$ cat config.mk
export PLATFORM = sky130hd
export DESIGN_NAME = swd_xact_queue_flat
export DESIGN_NICKNAME = d
export VERILOG_FILES = /design/src/rtl/swd_xact_queue_if.sv /design/src/rtl/swd_xact_queue.sv /design/src/flat_wrapper.sv
export SDC_FILE = /design/constraint.sdc
export NUM_CORES = 1
export LEC_CHECK = 0
export ABC_CLOCK_PERIOD_IN_PS = 4900
export CORE_UTILIZATION = 25
export CTS_CLUSTER_SIZE = 28
export DETAILED_ROUTE_END_ITERATION = 6
export GPL_TIMING_DRIVEN = 0
export MAX_ROUTING_LAYER = met4
export PLACE_DENSITY = 0.52
export SETUP_SLACK_MARGIN = 0.02
export SLEW_MARGIN = 20
export SYNTH_ARGS = -nofsm -noshare
export SYNTH_HDL_FRONTEND = slang
export SYNTH_SLANG_ARGS = --single-unit
$ cat constraint.sdc
create_clock -name clk -period 4.9 [get_ports clk]
set_input_delay 0.98 -clock clk [delete_from_list [all_inputs] [get_ports clk]]
set_output_delay 0.98 -clock clk [all_outputs]
set_load 0.02 [all_outputs]
$ cat src/rtl/swd_xact_queue_if.sv
// Request/result channels between the command controller and swd_xact_queue.
// master = command controller side, slave = the queue engine.
interface swd_xact_queue_if;
  logic        req_valid;
  logic        req_ready;
  logic [1:0]  req_addr32;
  logic        req_rnw;
  logic        req_apndp;
  logic [31:0] req_wdata;
  logic        res_valid;
  logic        res_ready;
  logic [2:0]  res_ack;
  logic        res_perr;
  logic [31:0] res_rdata;
  logic [3:0]  res_retries;

  modport master (
    output req_valid, req_addr32, req_rnw, req_apndp, req_wdata, res_ready,
    input  req_ready, res_valid, res_ack, res_perr, res_rdata, res_retries
  );

  modport slave (
    input  req_valid, req_addr32, req_rnw, req_apndp, req_wdata, res_ready,
    output req_ready, res_valid, res_ack, res_perr, res_rdata, res_retries
  );
endinterface

$ cat src/rtl/swd_xact_queue.sv
// swd_xact_queue: queued SWD transaction sequencer in front of dbgIF.
// Requests are buffered in a FIFO, issued as go/done exchanges, WAIT acks are
// retried after a back-off gap, and one result per request is returned.
// Optional feature macro: SWD_XACT_FAULT_FLUSH_EN (flush queued requests on
// FAULT ack or parity error, each returning an ack-000 result).
module swd_xact_queue #(
  parameter int         QDEPTH_LOG2  = 2,
  parameter int         MAX_RETRY    = 15,
  parameter int         RETRY_GAP    = 8,
  parameter logic [3:0] CMD_TRANSACT = 4'd2
) (
  input  logic                  clk,
  input  logic                  rst,
  swd_xact_queue_if.slave       xq,
  input  logic                  abort,
  output logic                  busy,
  output logic                  fault_sticky,
  input  logic                  clr_fault,
  output logic [1:0]            addr32,
  output logic                  rnw,
  output logic                  apndp,
  output logic [31:0]           dwrite,
  output logic [3:0]            command,
  output logic                  go,
  input  logic                  done,
  input  logic                  perr,
  input  logic [2:0]            ack,
  input  logic [31:0]           dread
);
  localparam int DEPTH = 1 << QDEPTH_LOG2;
  localparam int GAPW  = (RETRY_GAP > 1) ? $clog2(RETRY_GAP) : 1;
  localparam logic [GAPW-1:0]        GAP_LAST    = GAPW'(RETRY_GAP - 1);
  localparam logic [3:0]             RETRY_LIMIT = 4'(MAX_RETRY);
  localparam logic [QDEPTH_LOG2:0]   FULL_CNT    = (QDEPTH_LOG2 + 1)'(DEPTH);
  localparam logic [2:0] ACK_WAIT  = 3'b010;
  localparam logic [2:0] ACK_FAULT = 3'b100;

  typedef enum logic [2:0] {S_IDLE, S_ISSUE, S_RUN, S_EVAL, S_BACKOFF, S_PUSH} state_t;

  // FIFO entry layout: {addr32[1:0], rnw, apndp, wdata[31:0]}
  logic [35:0]            fifo_mem [DEPTH];
  logic [35:0]            head;
  logic [QDEPTH_LOG2-1:0] wr_ptr_q, wr_ptr_d, rd_ptr_q, rd_ptr_d;
  logic [QDEPTH_LOG2:0]   count_q, count_d;
  logic                   full, push, pop, fault_set;

  state_t          state_q, state_d;
  logic [1:0]      addr_q, addr_d;
  logic            rnw_q, rnw_d, apndp_q, apndp_d;
  logic [31:0]     wdata_q, wdata_d;
  logic [3:0]      retry_q, retry_d;
  logic [GAPW-1:0] gap_q, gap_d;
  logic [2:0]      stg_ack_q, stg_ack_d;
  logic            stg_perr_q, stg_perr_d;
  logic [31:0]     stg_rdata_q, stg_rdata_d;
  logic            res_valid_q, res_valid_d;
  logic [2:0]      res_ack_q, res_ack_d;
  logic            res_perr_q, res_perr_d;
  logic [31:0]     res_rdata_q, res_rdata_d;
  logic [3:0]      res_retries_q, res_retries_d;
  logic            fault_q, fault_d;
`ifdef SWD_XACT_FAULT_FLUSH_EN
  logic [QDEPTH_LOG2:0] flush_left_q, flush_left_d;
`endif

  assign full = (count_q == FULL_CNT);
  assign push = xq.req_valid && !full && !abort;
  assign head = fifo_mem[rd_ptr_q];

  // Request storage; written only on an accepted request, never reset.
  always_ff @(posedge clk) begin
    if (push) fifo_mem[wr_ptr_q] <= {xq.req_addr32, xq.req_rnw, xq.req_apndp, xq.req_wdata};
  end

  // Next-state logic for the FIFO pointers, transaction FSM and result buffer.
  always_comb begin
    state_d       = state_q;
    wr_ptr_d      = wr_ptr_q;
    rd_ptr_d      = rd_ptr_q;
    count_d       = count_q;
    addr_d        = addr_q;
    rnw_d         = rnw_q;
    apndp_d       = apndp_q;
    wdata_d       = wdata_q;
    retry_d       = retry_q;
    gap_d         = gap_q;
    stg_ack_d     = stg_ack_q;
    stg_perr_d    = stg_perr_q;
    stg_rdata_d   = stg_rdata_q;
    res_valid_d   = res_valid_q;
    res_ack_d     = res_ack_q;
    res_perr_d    = res_perr_q;
    res_rdata_d   = res_rdata_q;
    res_retries_d = res_retries_q;
    fault_d       = fault_q;
    pop           = 1'b0;
    fault_set     = 1'b0;
`ifdef SWD_XACT_FAULT_FLUSH_EN
    flush_left_d  = flush_left_q;
`endif

    // Consumer handshake frees the single result slot on the following edge.
    if (res_valid_q && xq.res_ready) res_valid_d = 1'b0;

    case (state_q)
      S_IDLE: begin
        if (!abort && count_q != '0) begin
          pop     = 1'b1;
          retry_d = '0;
`ifdef SWD_XACT_FAULT_FLUSH_EN
          if (flush_left_q != '0) begin
            // Flushed request: no bus activity, straight to an ack-000 result.
            flush_left_d = flush_left_q - 1'b1;
            stg_ack_d    = 3'b000;
            stg_perr_d   = 1'b0;
            stg_rdata_d  = '0;
            state_d      = S_PUSH;
          end else begin
            {addr_d, rnw_d, apndp_d, wdata_d} = head;
            state_d = S_ISSUE;
          end
`else
          {addr_d, rnw_d, apndp_d, wdata_d} = head;
          state_d = S_ISSUE;
`endif
        end
      end
      S_ISSUE: if (!done) state_d = S_RUN;
      S_RUN:   if (done) state_d = S_EVAL;
      S_EVAL: begin
        if (ack == 3'b100 || perr) fault_set = 1'b1;
        if (ack == ACK_WAIT && retry_q < RETRY_LIMIT) begin
          retry_d = retry_q + 1'b1;
          gap_d   = '0;
          state_d = S_BACKOFF;
        end else begin
          stg_ack_d   = ack;
          stg_perr_d  = perr;
          stg_rdata_d = rnw_q ? dread : 32'h0;
          state_d     = S_PUSH;
        end
      end
      S_BACKOFF: begin
        if (abort) begin
          // Aborted while waiting to retry: report the outstanding WAIT.
          stg_ack_d   = ACK_WAIT;
          stg_perr_d  = 1'b0;
          stg_rdata_d = '0;
          state_d     = S_PUSH;
        end else if (gap_q == GAP_LAST) begin
          state_d = S_ISSUE;
        end else begin
          gap_d = gap_q + 1'b1;
        end
      end
      S_PUSH: begin
        if (!res_valid_q) begin
          res_valid_d   = 1'b1;
          res_ack_d     = stg_ack_q;
          res_perr_d    = stg_perr_q;
          res_rdata_d   = stg_rdata_q;
          res_retries_d = retry_q;
          state_d       = S_IDLE;
        end
      end
      default: state_d = S_IDLE;
    endcase

    if (push) wr_ptr_d = wr_ptr_q + 1'b1;
    if (pop)  rd_ptr_d = rd_ptr_q + 1'b1;
    if (abort) begin
      count_d  = '0;
      rd_ptr_d = wr_ptr_q;
    end else if (push && !pop) begin
      count_d = count_q + 1'b1;
    end else if (!push && pop) begin
      count_d = count_q - 1'b1;
    end

`ifdef SWD_XACT_FAULT_FLUSH_EN
    // Everything still queued after this edge is flushed.
    if (fault_set) flush_left_d = count_d;
    if (abort)     flush_left_d = '0;
`endif

    // A new fault wins over a simultaneous clear.
    if (clr_fault) fault_d = 1'b0;
    if (fault_set) fault_d = 1'b1;
  end

  // State registers with synchronous active-low reset.
  always_ff @(posedge clk) begin
    if (!rst) begin
      state_q       <= S_IDLE;
      wr_ptr_q      <= '0;
      rd_ptr_q      <= '0;
      count_q       <= '0;
      addr_q        <= '0;
      rnw_q         <= 1'b0;
      apndp_q       <= 1'b0;
      wdata_q       <= '0;
      retry_q       <= '0;
      gap_q         <= '0;
      stg_ack_q     <= '0;
      stg_perr_q    <= 1'b0;
      stg_rdata_q   <= '0;
      res_valid_q   <= 1'b0;
      res_ack_q     <= '0;
      res_perr_q    <= 1'b0;
      res_rdata_q   <= '0;
      res_retries_q <= '0;
      fault_q       <= 1'b0;
`ifdef SWD_XACT_FAULT_FLUSH_EN
      flush_left_q  <= '0;
`endif
    end else begin
      state_q       <= state_d;
      wr_ptr_q      <= wr_ptr_d;
      rd_ptr_q      <= rd_ptr_d;
      count_q       <= count_d;
      addr_q        <= addr_d;
      rnw_q         <= rnw_d;
      apndp_q       <= apndp_d;
      wdata_q       <= wdata_d;
      retry_q       <= retry_d;
      gap_q         <= gap_d;
      stg_ack_q     <= stg_ack_d;
      stg_perr_q    <= stg_perr_d;
      stg_rdata_q   <= stg_rdata_d;
      res_valid_q   <= res_valid_d;
      res_ack_q     <= res_ack_d;
      res_perr_q    <= res_perr_d;
      res_rdata_q   <= res_rdata_d;
      res_retries_q <= res_retries_d;
      fault_q       <= fault_d;
`ifdef SWD_XACT_FAULT_FLUSH_EN
      flush_left_q  <= flush_left_d;
`endif
    end
  end

  assign xq.req_ready   = !full;
  assign xq.res_valid   = res_valid_q;
  assign xq.res_ack     = res_ack_q;
  assign xq.res_perr    = res_perr_q;
  assign xq.res_rdata   = res_rdata_q;
  assign xq.res_retries = res_retries_q;
  assign busy           = (count_q != '0) || (state_q != S_IDLE);
  assign fault_sticky   = fault_q;
  assign go             = (state_q == S_ISSUE);
  assign command        = CMD_TRANSACT;
  assign addr32         = addr_q;
  assign rnw            = rnw_q;
  assign apndp          = apndp_q;
  assign dwrite         = wdata_q;
endmodule
$ cat src/flat_wrapper.sv
// flat-port wrapper written by rule: the top's interface ports become plain ports
module swd_xact_queue_flat 
#(
  parameter int         QDEPTH_LOG2  = 2,
  parameter int         MAX_RETRY    = 15,
  parameter int         RETRY_GAP    = 8,
  parameter logic [3:0] CMD_TRANSACT = 4'd2
)
  (clk, rst, abort, busy, fault_sticky, clr_fault, addr32, rnw, apndp, dwrite, command, go, done, perr, ack, dread, xq_req_valid, xq_req_addr32, xq_req_rnw, xq_req_apndp, xq_req_wdata, xq_res_ready, xq_req_ready, xq_res_valid, xq_res_ack, xq_res_perr, xq_res_rdata, xq_res_retries);
  swd_xact_queue_if xq_i ();
  input  logic clk;
  input  logic rst;
  input  logic abort;
  output logic busy;
  output logic fault_sticky;
  input  logic clr_fault;
  output logic [1:0] addr32;
  output logic rnw;
  output logic apndp;
  output logic [31:0] dwrite;
  output logic [3:0] command;
  output logic go;
  input  logic done;
  input  logic perr;
  input  logic [2:0] ack;
  input  logic [31:0] dread;
  input wire logic [$bits(xq_i.req_valid)-1:0] xq_req_valid;
  input wire logic [$bits(xq_i.req_addr32)-1:0] xq_req_addr32;
  input wire logic [$bits(xq_i.req_rnw)-1:0] xq_req_rnw;
  input wire logic [$bits(xq_i.req_apndp)-1:0] xq_req_apndp;
  input wire logic [$bits(xq_i.req_wdata)-1:0] xq_req_wdata;
  input wire logic [$bits(xq_i.res_ready)-1:0] xq_res_ready;
  output wire logic [$bits(xq_i.req_ready)-1:0] xq_req_ready;
  output wire logic [$bits(xq_i.res_valid)-1:0] xq_res_valid;
  output wire logic [$bits(xq_i.res_ack)-1:0] xq_res_ack;
  output wire logic [$bits(xq_i.res_perr)-1:0] xq_res_perr;
  output wire logic [$bits(xq_i.res_rdata)-1:0] xq_res_rdata;
  output wire logic [$bits(xq_i.res_retries)-1:0] xq_res_retries;
  assign xq_i.req_valid = xq_req_valid;
  assign xq_i.req_addr32 = xq_req_addr32;
  assign xq_i.req_rnw = xq_req_rnw;
  assign xq_i.req_apndp = xq_req_apndp;
  assign xq_i.req_wdata = xq_req_wdata;
  assign xq_i.res_ready = xq_res_ready;
  assign xq_req_ready = xq_i.req_ready;
  assign xq_res_valid = xq_i.res_valid;
  assign xq_res_ack = xq_i.res_ack;
  assign xq_res_perr = xq_i.res_perr;
  assign xq_res_rdata = xq_i.res_rdata;
  assign xq_res_retries = xq_i.res_retries;
  swd_xact_queue #(.QDEPTH_LOG2(QDEPTH_LOG2), .MAX_RETRY(MAX_RETRY), .RETRY_GAP(RETRY_GAP), .CMD_TRANSACT(CMD_TRANSACT)) u_core (.clk(clk), .rst(rst), .xq(xq_i), .abort(abort), .busy(busy), .fault_sticky(fault_sticky), .clr_fault(clr_fault), .addr32(addr32), .rnw(rnw), .apndp(apndp), .dwrite(dwrite), .command(command), .go(go), .done(done), .perr(perr), .ack(ack), .dread(dread));
endmodule
==> results of run 1 <==
[logic make-up (layout without fill, tap and decap cells)]
kind of cell,after synthesis,count (layout)
adders and majority gates,9,9
other,2,5
and+or+nand+nor,254,254
muxes,39,39
AOI/OAI and AO/OA,168,168
xor gates and xnor gates,7,7
buffers and inverters,67,288
DFF,275,275
[report_power, final]
group	switching (mW)	internal (mW)	leakage (nW)
sequential	0.0245	2.48	2.36
clock	1.00	1.55	0.565
combinational	0.234	0.212	1.61
total	1.26	4.24	4.54
[routing by layer]
metal  global-route usage [%]  up-vias
met3                     3.39       46
met1                     17.1     3389
met5                        -        -
met2                     20.2      201
li1                         -     3349
met4                     4.71        0
[cell type report]
class                           count  area, um^2  area share (%)
Inverter                            6        22.5           0.161
Antenna cell                        1        2.50          0.0179
Clock buffer                       51        1020            7.28
Multi-Input combinational cell    481        3290            23.6
Tap cell                          532         666            4.77
Buffer                             61         284            2.03
Clock inverter                     11         138           0.986
Timing Repair Buffer              159        1590            11.4
Sequential cell                   275        6950            49.8
[worst paths after layout]
path	start	end	slack, ns	cells past startpoint
worst max-delay path	abort	u_core.count_q[2]	1.60	10
worst min-delay path	u_core.stg_rdata_q[29]	u_core.stg_rdata_q[29]	0.45	2
worst max register to register	u_core.count_q[0]	u_core.count_q[2]	1.78	10
worst min register to register	u_core.stg_rdata_q[29]	u_core.stg_rdata_q[29]	0.45	2
[synth_stat cells (5+ instances only)]
cell / number / area, um^2
nand2_1: 195 / 732
nand3_1: 7 / 35.0
ha_1: 8 / 100
mux4_2: 36 / 811
a21boi_1: 24 / 180
and2_1: 6 / 37.5
o211ai_1: 32 / 240
xor2_1: 5 / 43.8
dfxtp_1: 131 / 2620
a21oi_1: 7 / 35.0
buf_2: 11 / 55.1
and3_1: 5 / 31.3
clkbuf_1: 35 / 131
a21boi_0: 58 / 435
o21ai_0: 37 / 185
buf_4: 6 / 45.0
nor2_1: 12 / 45.0
edfxtp_1: 144 / 4320
[flip-flops by register name (all words and copies together), names as in the netlist]
signal / flops
u_core.fault_sticky: 1
u_core.xq.res_perr: 1
u_core.stg_rdata_q: 32
u_core.wr_ptr_q: 2
u_core.stg_ack_q: 3
u_core.addr32: 2
u_core.stg_perr_q: 1
u_core.state_q: 3
u_core.xq.res_valid: 1
u_core.count_q: 3
u_core.apndp: 1
u_core.fifo_mem: 144
u_core.retry_q: 4
u_core.rd_ptr_q: 2
u_core.xq.res_retries: 4
u_core.dwrite: 32
u_core.xq.res_rdata: 32
u_core.gap_q: 3
u_core.xq.res_ack: 3
u_core.rnw: 1
[critical path, stage by stage]
cell	delay [ns]
clkdlybuf4s50_1	0.63
nor3_4	0.16
inv_2	0.09
clkbuf_1	0.51
ha_1	0.29
inv_1	0.07
fa_1	0.43
xor2_1	0.17
or3_1	0.30
a21oi_1	0.14
==> summary.md, run 1 <==
| Metric | Value |
|---|---|
| Average size of a mapped cell | `roughly 13 um^2` |
| Max Clk Rate | `around 300 MHz` |
| Async set or reset register ratio after synthesis | `0%` |
| Antenna Nets Post-Route | `0` |
| M1 WL | `12.7 mm` |
| Met2 wire len | `12.3 mm` |
| Vias in the first global route | `6,940` |
| Root Driver | `clkbuf_16` |
| Peak VDD IR | `approximately 0.00019 V` |
| Pin count of the biggest net entering global routing | `37` |
| H-tree depth | `2` |
| Leakage | `4.54 nW` |
| # IOs | `164` |
| Setup ws final | `1.60 ns` |
| Post-Layout Cell Count | `1,577` |
| RSZ-0062 raised after global routing | `false` |
| CTS tree | `done` |
| Sum of negative setup slack | `0 ns` |
| Seq/Total Area, Yosys | `66.0%` |
| DIE HEIGHT | `207 um` |
| WL final | `27.2 mm` |
| Ratio of cells with drive above 1 in the final layout | `11.8%` |
| Util after Layout | `33.9%` |
| Via count | `approximately 7,000` |
| Yosys cell types | `just over 50` |
| WP data required | `5.37 ns` |
| Worst-skew pair later-pin latency | `0.54 ns` |
| Synthesis-to-finish area growth | `32.6%` |
| CTS Hold Bufs | `0` |
| Clock Path Buffers | `3` |
| Final min period | `3.30 ns` |
| Core Area | `~0.041 mm^2` |
| Iter 0 DRT Violations | `about 340` |
| Gr usage total | `13.3%` |
| Fin area | `roughly 0.014 mm^2` |
| Setup WS pre-CTS | `about 1.0 ns` |
| Worst slew margin | `40.9%` |
| WL/cell | `17.3 um` |
| RD Place Congestion | `0.796` |
| Port Buffers | `159` |
| Clock slew at the register clock pins of the worst setup and hold paths | `0.06 ns` |
| Hpwl dp | `between 15 and 20 mm` |
| Largest family of logic cells by synthesized area | `compound AO/OA/AOI/OAI gates` |
| Starting density of the core | `25.6%` |
| Mapped Area | `about 0.011 mm^2` |
| Post-Synth Adder-Cell Area | `1.14%` |
| Most used DFF post-synth | `edfxtp_1` |
| Top layer reached by signal wires | `met4` |
| Routed wl met3 | `1.63 mm` |
| Clk sinks | `275` |
| Most frequent cells in the layout | `195 x nand2_1, 159 x clkdlybuf4s50_1, 144 x edfxtp_1` |
| Filler cells | `4,143` |
| Final setup fails | `0` |
| Outcome | `completed` |
| First-pass GRT wire length | `41.9 mm` |
| Worst Path Arrival | `3.78 ns` |
| Setup crit start kind | `input port` |
| Synth Area in XOR/XNOR | `0.582%` |
| Synth Instances | `821` |
| Class of the most critical setup path | `input port to flop` |
| Worst-Margin Slew | `0.886 ns` |
| Placed Area | `about 0.013 mm^2` |
| Critical path endpoint category | `flop` |
| Synth Register Bits | `275` |
| Post-CTS Resized | `0` |
| Width of the die | `207 um` |
| Max Cap Violations | `0` |
| Number of synthesized flops with an enable pin | `~140` |
| Most common cell after layout, fill and taps aside | `nand2_1` |
| DRC violations left | `0` |
| DR vias/cell | `4.43` |
| Worst hold slack | `about 0.45 ns` |
| CP max FO | `10` |
| Total Power | `5.51 mW` |
| Mux cell area share after synthesis | `7.98%` |
| Post-CTS Setup Bufs | `0` |
| Post-layout nets | `1,106` |
| Power density cells | `394 mW/mm^2` |
| Hold crit path type | `flop to flop` |
| Post-Synth Simple-Gate Area | `around a tenth` |
| Cell row count | `between 70 and 80` |
| Die area | `around 0.043 mm^2` |
| Antenna violations before repair | `3` |
| CTS buffer count | `34` |
| DR pass1 iterations | `4` |
| Final Skew | `0.0154 ns` |
| Slew Limit Fails | `0` |
| Period utilization | `between 60% and 70%` |
| Congestion Overflow GR | `0` |
| Ys Warns | `0` |
| Area fraction in compound gates after synthesis | `10.9%` |
| Fin. Hold Viols | `0` |
| Placed Instances | `1,514` |
Note: power is estimated with default switching activity, not from simulation.
==> inputs of run 2 (changes only) <==
- ABC_CLOCK_PERIOD_IN_PS: 4900 -> 2950
- PLACE_DENSITY: 0.52 -> 0.54
- clock period: 4.9 -> 2.95 ns (I/O delays scaled with it)
==> run 2 against run 1 <==
  * Worst hold slack worse by 0.0036 ns
  * First-iteration DRC count up 1.8%
  * Non-clock buffer count is the same
  * Core utilization is 0.24 points lower
  * Power grew 62%
  * Cell count down 0.38%
==> summary.md, run 2 (same netlist as run 1, synthesis figures left out) <==
| Metric | Value |
|---|---|
| Outcome | `completed` |
| Worst-Margin Slew | `0.912 ns` |
| Hold crit path type | `flop to flop` |
| Final Skew | `0.0213 ns` |
| RSZ-0062 raised after global routing | `false` |
| Antenna Nets Post-Route | `0` |
| R2R setup slack | `0.34 ns` |
| Critical path endpoint category | `flop` |
| Final setup fails | `0` |
| Worst slew margin | `around two fifths` |
| Setup crit start kind | `input port` |
| Fin. Hold Viols | `0` |
| WP data required | `3.46 ns` |
| RD Place Congestion | `around 0.79` |
| Most common cell after layout, fill and taps aside | `nand2_1` |
| Iter 0 DRT Violations | `342` |
| Synthesis-to-finish area growth | `31.7%` |
| Worst Path Arrival | `3.31 ns` |
| Worst-skew pair later-pin latency | `0.59 ns` |
| Sum of negative setup slack | `0 ns` |
| Worst r2r src | `u_core.count_q[0]` |
| DRC violations left | `0` |
| Gr usage total | `13.2%` |
| Slew Limit Fails | `0` |
| Hold path depth | `2` |
| DR pass1 iterations | `4` |
| Vias in the first global route | `approximately 7,100` |
| Hpwl dp | `18.0 mm` |
| Cell row count | `74` |
| Congestion Overflow GR | `0` |
| RR Endpoint | `u_core.count_q[2]` |
| H-tree depth | `1` |
| Clk sinks | `275` |
| Period utilization | `95.0%` |
| Ratio of cells with drive above 1 in the final layout | `11.2%` |
| Pin count of the biggest net entering global routing | `37` |
| Via count | `6,917` |
| Reg2reg path depth | `9` |
| # IOs | `between 150 and 200` |
| First-pass GRT wire length | `42.3 mm` |
| Hold path startpoint | `u_core.addr32[1]` |
| CP max FO | `7` |
| Max Clk Rate | `357 MHz` |
| Port Buffers | `159` |
| WL/cell | `17.4 um` |
| Final min period | `2.80 ns` |
| Core Area | `0.0412 mm^2` |
| Root Driver | `clkbuf_16` |
| Die area | `0.0429 mm^2` |
| CTS Hold Bufs | `0` |
| Starting density of the core | `25.6%` |
| Leakage | `4.49 nW` |
| Total Power | `8.90 mW` |
| Most frequent cells in the layout | `195 x nand2_1, 159 x clkdlybuf4s50_1, 144 x edfxtp_1` |
| Post-layout nets | `about 1,100` |
| Power density cells | `642 mW/mm^2` |
| Width of the die | `207 um` |
| WL final | `27.4 mm` |
| Clock Path Buffers | `3` |
| Class of the most critical setup path | `input port to flop` |
| Largest reg by FF count | `u_core.fifo_mem` |
| Crit. Startpoint | `abort` |
| Worst Hold End | `u_core.addr32[1]` |
| DIE HEIGHT | `207 um` |
| CTS buffer count | `31` |
| Max reg flops | `144` |
| Max Cap Violations | `0` |
| Clock slew at the register clock pins of the worst setup and hold paths | `roughly 0.060 ns` |
| DR vias/cell | `around 4.4` |
| Post-CTS Resized | `0` |
| Antenna violations before repair | `0` |
| Post-CTS Setup Bufs | `1` |
| CTS tree | `done` |
| Peak VDD IR | `0.000492 V` |
==> run 2: changes by cell type in the layout (fill, tap and decap cells not counted), sizes merged <==
| cell | before | now |
|---|---|---|
| clkbuf | 89 | 75 |
| bufinv | 2 | 5 |
| buf | 23 | 24 |
| inv | 6 | 7 |
| clkinv | 8 | 11 |
==> run 2: worst max path at each step <==
stage	end	slack [ns]	cells past startpoint
finish	u_core.count_q[2]	0.15	9
CTS	busy	0.16	3
global placement	u_core.fifo_mem[2][27]	-1.12	4
global route	busy	0.05	4
detailed placement	u_core.count_q[2]	-0.58	10
floorplan	u_core.count_q[2]	0.38	10
==> run 2: cell type report <==
type	count	area [um^2]
multi-input combinational	481	3290
antenna	1	2.50
sequential	275	6950
fill	4092	27300
inverter	6	22.5
buffer	60	280
tap	532	666
timing repair buffer	160	1600
clock inverter	18	230
clock buffer	38	822
==> run 2: critical path: stages <==
cell             delay, ns
clkdlybuf4s50_1       0.54
nand2b_1              0.22
a21oi_1               0.54
ha_1                  0.31
inv_1                 0.07
fa_1                  0.43
xor2_1                0.18
or3_1                 0.30
a21oi_1               0.14
==> run 2: routing by layer <==
metal  routed length, um  global-route usage, %  share of wire, %  vias to the layer above
met5                   0                      -                 0                        -
met4                 436                   2.42               1.6                        0
met3                1480                   3.10               5.4                       42
met2               12500                   21.2                46                      196
met1               13000                   17.0                47                     3340
li1                    -                      -                 -                     3339
==> run 2: power by group <==
| part | internal [mW] | switching (mW) |
|---|---|---|
| registers | 4.12 | 0.0404 |
| logic | 0.353 | 0.392 |
| clock network | 2.41 | 1.58 |
| total | 6.89 | 2.01 |
==> run 2: stage by stage <==
stage	util [%]	setup slack [ns]	instance area, um^2	instances	hold slack (ns)
finish	33.6	0.148	13900	1571	0.450
global route	33.6	0.0510	13900	1570	0.477
CTS	33.6	0.157	13900	1570	0.453
detailed placement	31.1	-0.584	12800	1514	0.440
global placement	31.1	-1.12	12800	1514	0.442
floorplan	-	0.382	10500	823	0.429
